--- src/rtl/timer_pkg.sv ---
// -----------------------------------------------------------------------------
// timer_pkg
// Definitions shared by the timer display path: the digit count, digit and
// select widths, the scan-state encoding, and a helper that turns a digit
// select into its active-low anode pattern.
// -----------------------------------------------------------------------------
package timer_pkg;

    localparam int NUM_DIGITS = 4;
    localparam int DIGIT_W    = 4;
    localparam int SEL_W      = 2;

    typedef enum logic [1:0] {
        IDLE  = 2'd0,
        BLANK = 2'd1,
        ON    = 2'd2
    } scan_state_t;

    // Active-low one-cold anode pattern that lights only digit `sel`.
    function automatic logic [NUM_DIGITS-1:0] anode_for(input logic [SEL_W-1:0] sel);
        logic [NUM_DIGITS-1:0] one_hot;
        one_hot = '0;
        one_hot[sel] = 1'b1;
        return ~one_hot;
    endfunction

endpackage

--- src/rtl/display_scan_ctrl.sv ---
// -----------------------------------------------------------------------------
// display_scan_ctrl
// Time-multiplexed scanner for a 4-digit display. Each digit slot is a BLANK
// phase (all anodes off while the external digit mux settles on the new SEL)
// followed by an ON phase (the digit's anode is driven low). The digit value
// is sampled on the last BLANK edge, together with the leading-zero blanking
// decision. Scan order is 3,2,1,0 and FRAME pulses as digit 3's BLANK begins
// after digit 0 has been shown.
//
// Ports:
//   CLK      in  1  clock
//   RST      in  1  asynchronous active-high reset
//   EN       in  1  scan enable; low turns the display off and parks on digit 3
//   LZB_EN   in  1  leading-zero blanking enable (used only at the sample point)
//   MUX_OUT  in  4  digit value returned by the digit mux for the current SEL
//   SEL      out 2  digit select to the mux (3 = most significant)
//   AN_N     out 4  active-low anode enables, bit i <-> digit i
//   DIGIT    out 4  registered value of the lit digit
//   FRAME    out 1  one-cycle pulse once per frame
// -----------------------------------------------------------------------------
module display_scan_ctrl
    import timer_pkg::*;
#(
    parameter int REFRESH_DIV  = 50000,
    parameter int BLANK_CYCLES = 500
) (
    input  logic                  CLK,
    input  logic                  RST,
    input  logic                  EN,
    input  logic                  LZB_EN,
    input  logic [DIGIT_W-1:0]    MUX_OUT,
    output logic [SEL_W-1:0]      SEL,
    output logic [NUM_DIGITS-1:0] AN_N,
    output logic [DIGIT_W-1:0]    DIGIT,
    output logic                  FRAME
);

    localparam int MAX_DIV = (REFRESH_DIV > BLANK_CYCLES) ? REFRESH_DIV : BLANK_CYCLES;
    localparam int CNT_W   = $clog2(MAX_DIV) + 1;

    localparam logic [CNT_W-1:0] BLANK_LAST   = CNT_W'(BLANK_CYCLES - 1);
    localparam logic [CNT_W-1:0] REFRESH_LAST = CNT_W'(REFRESH_DIV - 1);
    localparam logic [SEL_W-1:0] SEL_MSD      = SEL_W'(NUM_DIGITS - 1);

    scan_state_t      state;
    logic [CNT_W-1:0] cnt;
    // Set while every digit examined so far in this frame has been blanked.
    logic             zero_run;
    logic             blank_digit;

    // Blanking decision for the digit currently on the mux; only consumed on
    // the last BLANK cycle. Digit 0 is always shown so a zero reading is "0".
    assign blank_digit = LZB_EN && zero_run && (MUX_OUT == '0) && (SEL != '0);

    // NOTE: every register here is updated with non-blocking assignments so
    // that all of them see the pre-edge values of state, cnt and SEL, which is
    // what makes the sample/anode decision and the SEL step coherent.
    // NOTE: the reset branch is asynchronous so the anodes go dark the moment
    // RST rises, without waiting for a clock edge.
    always_ff @(posedge CLK or posedge RST) begin
        if (RST) begin
            state    <= IDLE;
            cnt      <= '0;
            SEL      <= SEL_MSD;
            AN_N     <= '1;
            DIGIT    <= '0;
            FRAME    <= 1'b0;
            zero_run <= 1'b1;
        end else if (!EN) begin
            // DIGIT is deliberately left holding its last value.
            state    <= IDLE;
            cnt      <= '0;
            SEL      <= SEL_MSD;
            AN_N     <= '1;
            FRAME    <= 1'b0;
            zero_run <= 1'b1;
        end else begin
            FRAME <= 1'b0;
            case (state)
                IDLE: begin
                    state    <= BLANK;
                    cnt      <= '0;
                    SEL      <= SEL_MSD;
                    AN_N     <= '1;
                    zero_run <= 1'b1;
                end

                BLANK: begin
                    AN_N <= '1;
                    if (cnt == BLANK_LAST) begin
                        cnt   <= '0;
                        state <= ON;
                        DIGIT <= MUX_OUT;
                        if (!blank_digit) begin
                            zero_run <= 1'b0;
                            AN_N     <= anode_for(SEL);
                        end
                    end else begin
                        cnt <= cnt + 1'b1;
                    end
                end

                ON: begin
                    if (cnt == REFRESH_LAST) begin
                        cnt   <= '0;
                        state <= BLANK;
                        AN_N  <= '1;
                        if (SEL == '0) begin
                            // Wrap straight into digit 3's BLANK phase.
                            FRAME    <= 1'b1;
                            SEL      <= SEL_MSD;
                            zero_run <= 1'b1;
                        end else begin
                            SEL <= SEL - 1'b1;
                        end
                    end else begin
                        cnt <= cnt + 1'b1;
                    end
                end

                default: begin
                    state <= IDLE;
                    cnt   <= '0;
                    SEL   <= SEL_MSD;
                    AN_N  <= '1;
                end
            endcase
        end
    end

endmodule
--- config.mk ---
export PLATFORM = sky130hd
export DESIGN_NAME = display_scan_ctrl
export DESIGN_NICKNAME = d
export VERILOG_FILES = /design/src/rtl/timer_pkg.sv /design/src/rtl/display_scan_ctrl.sv
export SDC_FILE = /design/constraint.sdc
export NUM_CORES = 1
export LEC_CHECK = 0
export CELL_PAD_IN_SITES_DETAIL_PLACEMENT = 0
export CELL_PAD_IN_SITES_GLOBAL_PLACEMENT = 1
export CORE_MARGIN = 2
export CORE_UTILIZATION = 35
export DETAILED_ROUTE_END_ITERATION = 16
export GPL_ROUTABILITY_DRIVEN = 1
export PLACE_DENSITY = 0.68
export SYNTH_ARGS = -nofsm -noshare
export SYNTH_HDL_FRONTEND = slang
export SYNTH_SLANG_ARGS = --single-unit
--- constraint.sdc ---
create_clock -name CLK -period 4 [get_ports CLK]
set_input_delay 1.2 -clock CLK [delete_from_list [all_inputs] [get_ports CLK]]
set_output_delay 1.2 -clock CLK [all_outputs]
set_load 0.01 [all_outputs]
==> reports/metrics.csv, run 1 <==
stage,metric,value,unit
run_status,outcome,"complete, no violations",
global_routing,grt_usage,13.60,%
logic_synthesis,synthArstFlopShare,100.0,%
routing,drt_wl_total,3.281,mm
critical_path,reg2reg_depth,6,
timing,rsz0062_at_grt,false,
global_routing,gr-total-overflow,0,
layout,drive_gt1_share,15.43,%
timing,relSlewSlack,33.07,%
timing,finalHoldViolations,0,
floorplanning,dieWidth,73.19,µm
global_routing,antenna_found_initial,0,
logic_synthesis,ys_top_cells_by_count,"29 x nor2_1, 24 x dfrtp_1, 12 x nand2_1",
logic_synthesis,synth_flop_cell,dfrtp_1,
power,leakagePower,0.8417,nW
routing,drc,0,
hold_path,min_path_type,flop to flop,
power,power.density,313.8,nW/µm²
critical_path,end_kind,output port,
timing,worst_pin_slew,1003,ps
clock_tree,cts-htree-levels,2,
timing,final_max_slew_viol_count,0,
clock_tree,post_cts_buffers,0,
logic_synthesis,yosysWarnings,0,
global_routing,first_global_vias,1190,
logic_synthesis,syn-num-nets,181,
timing,post-route-period-util,64.41,%
timing,setup_viol,0,
critical_path,crit_required,2800,ps
placement,dpl.hpwl,2.415,mm
timing,holdWs,485.9,ps
logic_synthesis,synth.most_common_cell,nor2_1,
floorplanning,fp.dieH,73.19,µm
layout,utilization,43.14,%
logic_synthesis,ys_types,41,
routing,firstDrtPassIters,4,
placement,portBuffers,18,
routing,drtIter0Drc,45,
logic_synthesis,syn-cell-area,1675,µm²
hold_path,holdPathStages,1,
clock_tree,clk_pin_slew,60,ps
critical_path,worst-path-stages,1,
power,max-vdd-ir-drop,0.1783,mV
routing,routed_via_density,5.045,
logic_synthesis,synth_top_area_share,35.85,%
clock_tree,clk_latency,280,ps
critical_path,cp.arrival,1380,ps
logic_synthesis,syn-instance-count,163,
timing,fin_tns_setup,0,ps
clock_tree,cts_buffers,5,
routing,ant_nets,0,
critical_path,worstSetupPathType,flop to output port,
logic_synthesis,synth_seq_cells,31,
timing,period_needed,2576,ps
layout,diodes,0,
timing,finClkSkew,3.396,ps
critical_path,max_stage_delay,560,ps
logic_synthesis,seq_area_frac_synth,46.83,%
floorplanning,start_util,35.95,%
logic_synthesis,yosys-top-cells-area,"dfrtp_1 36%, dfstp_2 11%, ha_1 7.5%",
routing,routedWlPerCell,13.56,µm
clock_tree,tritoncts,done,
critical_path,worst-path-max-fanout,4,
placement,place_congestion,0.7512,
logic_synthesis,yosysTopAreaCell,dfrtp_1,
critical_path,slowest_stage,dfstp_2,
clock_tree,clockBufferDepth,2,
clock_tree,cts_num_sinks,31,
floorplanning,num_rows,25,
clock_tree,cts_hold_buf,0,
critical_path,startpoint_type,flop,
power,power,0.0006309,W
layout,fillers,460,
routing,vias,1221,
global_routing,grt_pass1_wl,5.416,mm
floorplanning,die_area,5356,µm²
floorplanning,coreArea,4661,µm²
critical_path,cp_top_family,flip-flops,
layout,synthToLayoutAreaGrowth,20.02,%
clock_tree,cts-resized-gates,0,
critical_path,cp_cell_sequence,clkdlybuf4s50_1,
logic_synthesis,synth_area_per_cell,10.28,µm²
run,drv_cap,0,
critical_path,path_buf_inv,1,
layout,final_nets,205,
clock_tree,cts_root_buf,clkbuf_8,
timing,fmax,388.2,MHz
logic_synthesis,synth_edf_count,0,
global_routing,grt_max_degree,27,
floorplanning,io_pins,19,
-- layout by cell type (no fill, tap or decap), types with 2 or more instances in the layout --
cell,instances
nor2_1,29
dfrtp_1,24
clkdlybuf4s50_1,18
nand2_1,12
ha_1,10
xnor2_1,9
dfstp_2,7
nand3_1,7
inv_1,7
clkbuf_8,7
xor2_1,6
nor3_1,5
a31oi_1,5
mux2_2,4
and3_1,4
nor4_1,2
nand4_1,2
and2_1,2
or4_1,2
a32o_1,2
buf_4,2
-- logic make-up after synthesis --
family,synth area share (%)
simple gates,24.42
flops,46.83
compound gates,7.543
xor+xnor,7.842
buf+inv,3.211
fa+ha+maj,7.468
mux,2.688
-- state kept, by name, indices dropped and copies added (netlist names) --
signal,flops
AN_N,4
FRAME,1
DIGIT,4
state,2
zero_run,1
SEL,2
cnt,17
-- power by group --
group / leakage [nW] / switching (W) / internal (W)
combinational: 0.383 / 0.0000232 / 0.0000170
clock: 0.0515 / 0.000115 / 0.000157
sequential: 0.407 / 0.00000225 / 0.000316
total: 0.842 / 0.000141 / 0.000490
-- area by class of cell --
type | instances | area (µm²) | area share, %
Multi-Input combinational cell | 122 | 837.1 | 41.63
Sequential cell | 31 | 784.5 | 39.02
Tap cell | 54 | 67.56 | 3.360
Inverter | 7 | 26.28 | 1.307
Timing Repair Buffer | 20 | 195.2 | 9.708
Clock buffer | 8 | 100.1 | 4.978
-- routing by layer --
layer | routed length [µm] | track usage [%] | vias up
met1 | 1438 | 15.15 | 593
met2 | 1656 | 23.22 | 16
met3 | 130 | 5.525 | 5
met5 | 0 | 0 | -
li1 | - | - | 607
met4 | 56 | 4.938 | 0
-- through the flow --
stage               instances  setup WS, ps  area, µm²
floorplan                 163          1806       1675
global placement          234          1202       1911
detailed placement        234          1195       1911
CTS                       242          1396       2011
global route              242          1363       2011
finish                    242          1424       2011
-- final timing paths --
kind                       slack (ps)                   end          startpoint
max                              1420                SEL[1]  SEL[1]$_DFFE_PP1P_
min                               490      cnt[0]$_DFF_PP0_    cnt[0]$_DFF_PP0_
max reg2reg                      1870     cnt[14]$_DFF_PP0_    cnt[0]$_DFF_PP0_
min reg2reg                       490      cnt[0]$_DFF_PP0_    cnt[0]$_DFF_PP0_
max in group asynchronous        1810    SEL[1]$_DFFE_PP1P_                 RST
min in group asynchronous        1450  DIGIT[1]$_DFFE_PP0P_                 RST
Note: power is estimated with default switching activity, not from simulation.
==> inputs of run 2 (changes only) <==
--- a/config.mk
+++ b/config.mk
@@ -11,7 +11,7 @@
 export CORE_UTILIZATION = 35
 export DETAILED_ROUTE_END_ITERATION = 16
 export GPL_ROUTABILITY_DRIVEN = 1
-export PLACE_DENSITY = 0.68
+export PLACE_DENSITY = 0.7
 export SYNTH_ARGS = -nofsm -noshare
 export SYNTH_HDL_FRONTEND = slang
 export SYNTH_SLANG_ARGS = --single-unit
==> constraint.sdc (replaced) <==
create_clock -name CLK -period 2.1 [get_ports CLK]
set_input_delay 0.63 -clock CLK [delete_from_list [all_inputs] [get_ports CLK]]
set_output_delay 0.63 -clock CLK [all_outputs]
set_load 0.01 [all_outputs]
==> run 2 against run 1 <==
Compared with the run above: wire length is 2.7% higher; cell area is 2.4% higher; critical path type unchanged; utilization rose by 1.0 points; register-to-register slack worse by 1700 ps; clock power grew 92%; total power grew 92%; sequential power increased by 90%; largest power group unchanged; clock skew up 2.9 ps.
==> reports/metrics.csv, run 2 (synthesis results as in run 1) <==
stage,metric,value,unit
placement,place_congestion,0.7127,
clock_tree,cts-htree-levels,2,
timing,holdWs,480.9,ps
timing,relSlewSlack,71.80,%
routing,ant_nets,0,
hold_path,hold_path_startpoint,cnt[0]$_DFF_PP0_,
placement,portBuffers,18,
layout,layout_commonest_cell,nor2_1,
critical_path,reg2reg_depth,7,
layout,final_cell_mix,"29 x nor2_1, 24 x dfrtp_1, 18 x clkdlybuf4s50_1",
global_routing,antenna_found_initial,0,
routing,drtIter0Drc,60,
critical_path,rrSetupSlack,190,ps
critical_path,worst-path-stages,1,
power,leakagePower,0.8675,nW
clock_tree,clockBufferDepth,2,
global_routing,gr-total-overflow,0,
critical_path,startpoint_type,flop,
timing,rsz0062_at_grt,false,
global_routing,grt_usage,14.20,%
routing,drt_wl_total,3.371,mm
floorplanning,start_util,35.95,%
routing,routed_via_density,4.963,
clock_tree,cts_buffers,5,
power,max-vdd-ir-drop,0.3321,mV
critical_path,end_kind,output port,
clock_tree,cts_hold_buf,0,
timing,worst_pin_slew,419.8,ps
floorplanning,die_area,5356,µm²
clock_tree,clk_pin_slew,70,ps
timing,post-route-period-util,96.03,%
floorplanning,coreArea,4661,µm²
floorplanning,io_pins,19,
critical_path,path_buf_inv,1,
layout,diodes,0,
critical_path,cp_top_family,flip-flops,
critical_path,cp.arrival,1390,ps
global_routing,grt_max_degree,32,
placement,dp_worst_setup_slack,-13.22,ps
timing,setup_viol,0,
clock_tree,cts_root_buf,clkbuf_8,
floorplanning,dieWidth,73.19,µm
run,drv_cap,0,
routing,drc,0,
global_routing,grt_pass1_wl,5.720,mm
timing,finalHoldViolations,0,
critical_path,rr_endpoint,cnt[11]$_DFF_PP0_,
layout,synthToLayoutAreaGrowth,22.93,%
hold_path,min_path_type,flop to flop,
clock_tree,cts_num_sinks,31,
critical_path,max_stage_delay,560,ps
power,power.density,588.1,nW/µm²
layout,final_nets,209,
layout,largest_register_ffs,17,
layout,largestRegisters,"cnt x17, AN_N x4, DIGIT x4",
clock_tree,tritoncts,done,
floorplanning,fp.dieH,73.19,µm
hold_path,hold_end,cnt[0]$_DFF_PP0_,
run_status,outcome,"complete, no violations",
hold_path,holdPathStages,1,
clock_tree,clk_latency,290,ps
routing,vias,1221,
routing,firstDrtPassIters,4,
floorplanning,num_rows,25,
routing,routedWlPerCell,13.70,µm
critical_path,worst-path-max-fanout,4,
critical_path,crit_required,1470,ps
timing,worst_slack,83.40,ps
timing,fmax,495.9,MHz
critical_path,worstSetupPathType,flop to output port,
timing,final_max_slew_viol_count,0,
layout,drive_gt1_share,17.71,%
placement,dpl.hpwl,2.408,mm
global_routing,first_global_vias,1253,
critical_path,timing.rr.start,cnt[0]$_DFF_PP0_,
critical_path,slowest_stage,dfstp_2,
layout,largest_register,cnt,
timing,finClkSkew,6.322,ps
timing,period_needed,2017,ps
critical_path,cp_cell_sequence,clkdlybuf4s50_1,
run 2: cell count changes in the layout (fill, tap and decap cells not counted), sizes merged:
cell  previous run  this run
buf              2         6
run 2: cell type report:
cell class	count	area [µm²]
Fill cell	444	2601
Tap cell	54	67.56
Sequential cell	31	784.5
Timing Repair Buffer	24	237.7
Inverter	7	26.28
Clock buffer	8	100.1
Multi-Input combinational cell	122	843.3
run 2: how the worst max path moves through the flow:
stage	start	end	slack, ps
floorplan	cnt[0]$_DFF_PP0_	DIGIT[0]$_DFFE_PP0P_	350
CTS	SEL[0]$_DFFE_PP1P_	SEL[0]	80
global placement	MUX_OUT[1]	AN_N[1]$_DFFE_PP1P_	-3
finish	SEL[1]$_DFFE_PP1P_	SEL[1]	80
global route	cnt[0]$_DFF_PP0_	cnt[3]$_DFF_PP0_	3
detailed placement	MUX_OUT[1]	AN_N[2]$_DFFE_PP1P_	-10
run 2: routing by layer:
| metal | global-route usage (%) | vias up | part of all wire (%) |
|---|---|---|---|
| li1 | - | 615 | - |
| met3 | 3.729 | 7 | 2.6 |
| met2 | 24.02 | 15 | 51 |
| met4 | 6.790 | 0 | 1.8 |
| met1 | 16.61 | 584 | 44 |
| met5 | 0 | - | 0 |
run 2: timing repair:
item / CTS / global route
buffers inserted: 0 / 1
endpoints found under the setup margin: 0 / 9
gates resized for setup: 0 / 1
run 2: metrics by stage:
stage / util, % / TNS, ps / cell area [µm²] / cells / total power (W)
2_1_floorplan: - / 0 / 1675 / 163 / 0.0006663
3_5_place_dp: 41.75 / -19.67 / 1946 / 237 / 0.0007017
6_report: 44.19 / 0 / 2059 / 246 / 0.001211
3_3_place_gp: 41.75 / -6.549 / 1946 / 237 / 0.0006985
4_1_cts: 43.89 / 0 / 2046 / 245 / 0.001234
5_1_grt: 44.19 / 0 / 2059 / 246 / 0.001267
run 2: power breakdown:
part | internal, W | switching (W) | total, W
Sequential | 0.000602 | 0.00000441 | 0.000607
Combinational | 0.0000369 | 0.0000468 | 0.0000837
Clock | 0.000299 | 0.000222 | 0.000521
==> inputs of run 3 (changes only) <==
--- a/config.mk
+++ b/config.mk
@@ -11,6 +11,7 @@
 export CORE_UTILIZATION = 35
 export DETAILED_ROUTE_END_ITERATION = 16
 export GPL_ROUTABILITY_DRIVEN = 1
+export GPL_TIMING_DRIVEN = 0
 export PLACE_DENSITY = 0.7
 export SYNTH_ARGS = -nofsm -noshare
 export SYNTH_HDL_FRONTEND = slang
==> run 3 against run 2 <==
Compared with the run above: final cell count increased by 1.6%; worst setup slack better by 16 ps; count of clock-buffer cells in the layout unchanged; die area stayed put; wire length rose by 1.1%; sequential cell count unchanged; fmax grew 0.78%; sequential share of layout area fell by 0.82 points.
==> reports/metrics.csv, run 3 (synthesis results as in run 1) <==
stage,metric,value,unit
power,leakagePower,0.8708,nW
layout,diodes,0,
layout,seq_area,784.5,µm²
layout,multi_input_area,868.3,µm²
layout,synthToLayoutAreaGrowth,25.62,%
timing,post-route-period-util,95.29,%
critical_path,worst-path-max-fanout,4,
critical_path,cp_cell_sequence,clkdlybuf4s50_1,
global_routing,grt_usage,14.46,%
global_routing,first_global_vias,1242,
critical_path,slowest_stage,dfstp_2,
critical_path,crit_required,1470,ps
layout,largest_register_ffs,17,
timing,setup_viol,0,
power,swShare,22.90,%
layout,fillers,446,
layout,utilization,45.15,%
clock_tree,clk_latency,280,ps
power,max-vdd-ir-drop,0.3254,mV
timing,finClkSkew,5.978,ps
floorplanning,dieWidth,73.19,µm
routing,routed_via_density,5.104,
placement,place_congestion,0.8178,
hold_path,min_path_type,flop to flop,
clock_tree,cts_num_sinks,31,
layout,largestRegisters,"cnt x17, AN_N x4, DIGIT x4",
power,intPower,0.0008791,W
critical_path,worstSetupPathType,flop to output port,
run,drv_cap,0,
routing,firstDrtPassIters,4,
critical_path,startpoint,SEL[1]$_DFFE_PP1P_,
routing,drt_wl_total,3.408,mm
critical_path,cp_top_family,flip-flops,
floorplanning,fp.dieH,73.19,µm
global_routing,grt_pass1_wl,5.816,mm
hold_path,hold_end,cnt[0]$_DFF_PP0_,
power,power_frac_comb,8.0,%
run_status,outcome,"complete, no violations",
timing,fmax,499.8,MHz
global_routing,gr-total-overflow,0,
floorplanning,die_area,5356,µm²
placement,dpl.hpwl,2.438,mm
power,power,0.001140,W
clock_tree,cts-htree-levels,2,
layout,final_nets,213,
timing,rsz0062_at_grt,false,
critical_path,rrSetupSlack,140,ps
timing,fin_tns_setup,0,ps
critical_path,reg2reg_depth,7,
clock_tree,clockBufferDepth,2,
clock_tree,cts_hold_buf,0,
critical_path,rr_endpoint,cnt[12]$_DFF_PP0_,
hold_path,holdPathStages,1,
power,clock_power_share,38.7,%
timing,relSlewSlack,55.46,%
floorplanning,num_rows,25,
global_routing,grt_max_degree,32,
routing,drtIter0Drc,76,
timing,final_max_slew_viol_count,0,
layout,drive_gt1_share,20.41,%
power,power.switching,0.0002611,W
critical_path,max_stage_delay,560,ps
power,p_seq_share,53.3,%
routing,routedWlPerCell,13.63,µm
timing,worst_pin_slew,667.4,ps
layout,final_cell_mix,"28 x nor2_1, 24 x dfrtp_1, 18 x clkdlybuf4s50_1",
critical_path,startpoint_type,flop,
routing,drc,0,
layout,layout_commonest_cell,nor2_1,
timing,period_needed,2001,ps
power,power.density,541.8,nW/µm²
layout,largest_register,cnt,
hold_path,hold_path_startpoint,cnt[0]$_DFF_PP0_,
floorplanning,start_util,35.95,%
floorplanning,io_pins,19,
floorplanning,coreArea,4661,µm²
critical_path,end_kind,output port,
critical_path,timing.rr.start,cnt[0]$_DFF_PP0_,
clock_tree,cts_root_buf,clkbuf_8,
clock_tree,clk_pin_slew,60,ps
critical_path,path_buf_inv,1,
routing,ant_nets,0,
routing,vias,1276,
clock_tree,cts_buffers,5,
timing,finalHoldViolations,0,
critical_path,cp.arrival,1370,ps
clock_tree,tritoncts,done,
placement,portBuffers,18,
global_routing,antenna_found_initial,0,
-- run 3: repair_timing --
action,4_1_cts,5_1_grt
gates resized for setup,1,6
buffers inserted,4,1
pin swaps,2,1
gates cloned,0,1
setup endpoints to repair,14,25
-- run 3: cell type report --
type	count	share of cell area (%)
tap	54	3.210
buffer	3	1.308
multi-input combinational	122	41.26
timing repair buffer	25	11.89
inverter	7	1.249
clock buffer	8	3.805
sequential	31	37.28
-- run 3: per-layer routing --
| layer | global-route usage, % | routed length, µm | vias to the layer above |
|---|---|---|---|
| met3 | 4.558 | 115 | 7 |
| met2 | 23.42 | 1694 | 22 |
| met1 | 17.65 | 1536 | 625 |
| li1 | - | - | 622 |
| met5 | 0 | 0 | - |
| met4 | 6.173 | 62 | 0 |
-- run 3: worst max path at each step --
| stage | slack [ps] | depth (start not counted) | to |
|---|---|---|---|
| floorplan | 350 | 5 | DIGIT[0]$_DFFE_PP0P_ |
| global placement | -130 | 6 | cnt[8]$_DFF_PP0_ |
| detailed placement | -140 | 6 | cnt[9]$_DFF_PP0_ |
| CTS | 20 | 5 | DIGIT[2]$_DFFE_PP0P_ |
| global route | 3 | 7 | cnt[12]$_DFF_PP0_ |
| finish | 100 | 1 | SEL[1] |
-- run 3: power by group through the flow --
stage	registers, W	clock network [W]	logic [W]
global route	0.000607	0.000499	0.000102
floorplan	0.000616	0	0.0000499
global placement	0.000617	0	0.0000760
detailed placement	0.000617	0	0.0000796
finish	0.000607	0.000441	0.0000917
CTS	0.000607	0.000466	0.0000835
-- run 3: through the flow --
step | setup slack [ps] | hold WS, ps | std cells | area [µm²]
floorplan | 345.4 | 443.7 | 163 | 1675
global placement | -125.6 | 463.7 | 235 | 1923
detailed placement | -142.3 | 466.0 | 235 | 1923
CTS | 18.93 | 475.5 | 247 | 2039
global route | 3.171 | 503.6 | 250 | 2105
finish | 99.01 | 484.1 | 250 | 2105
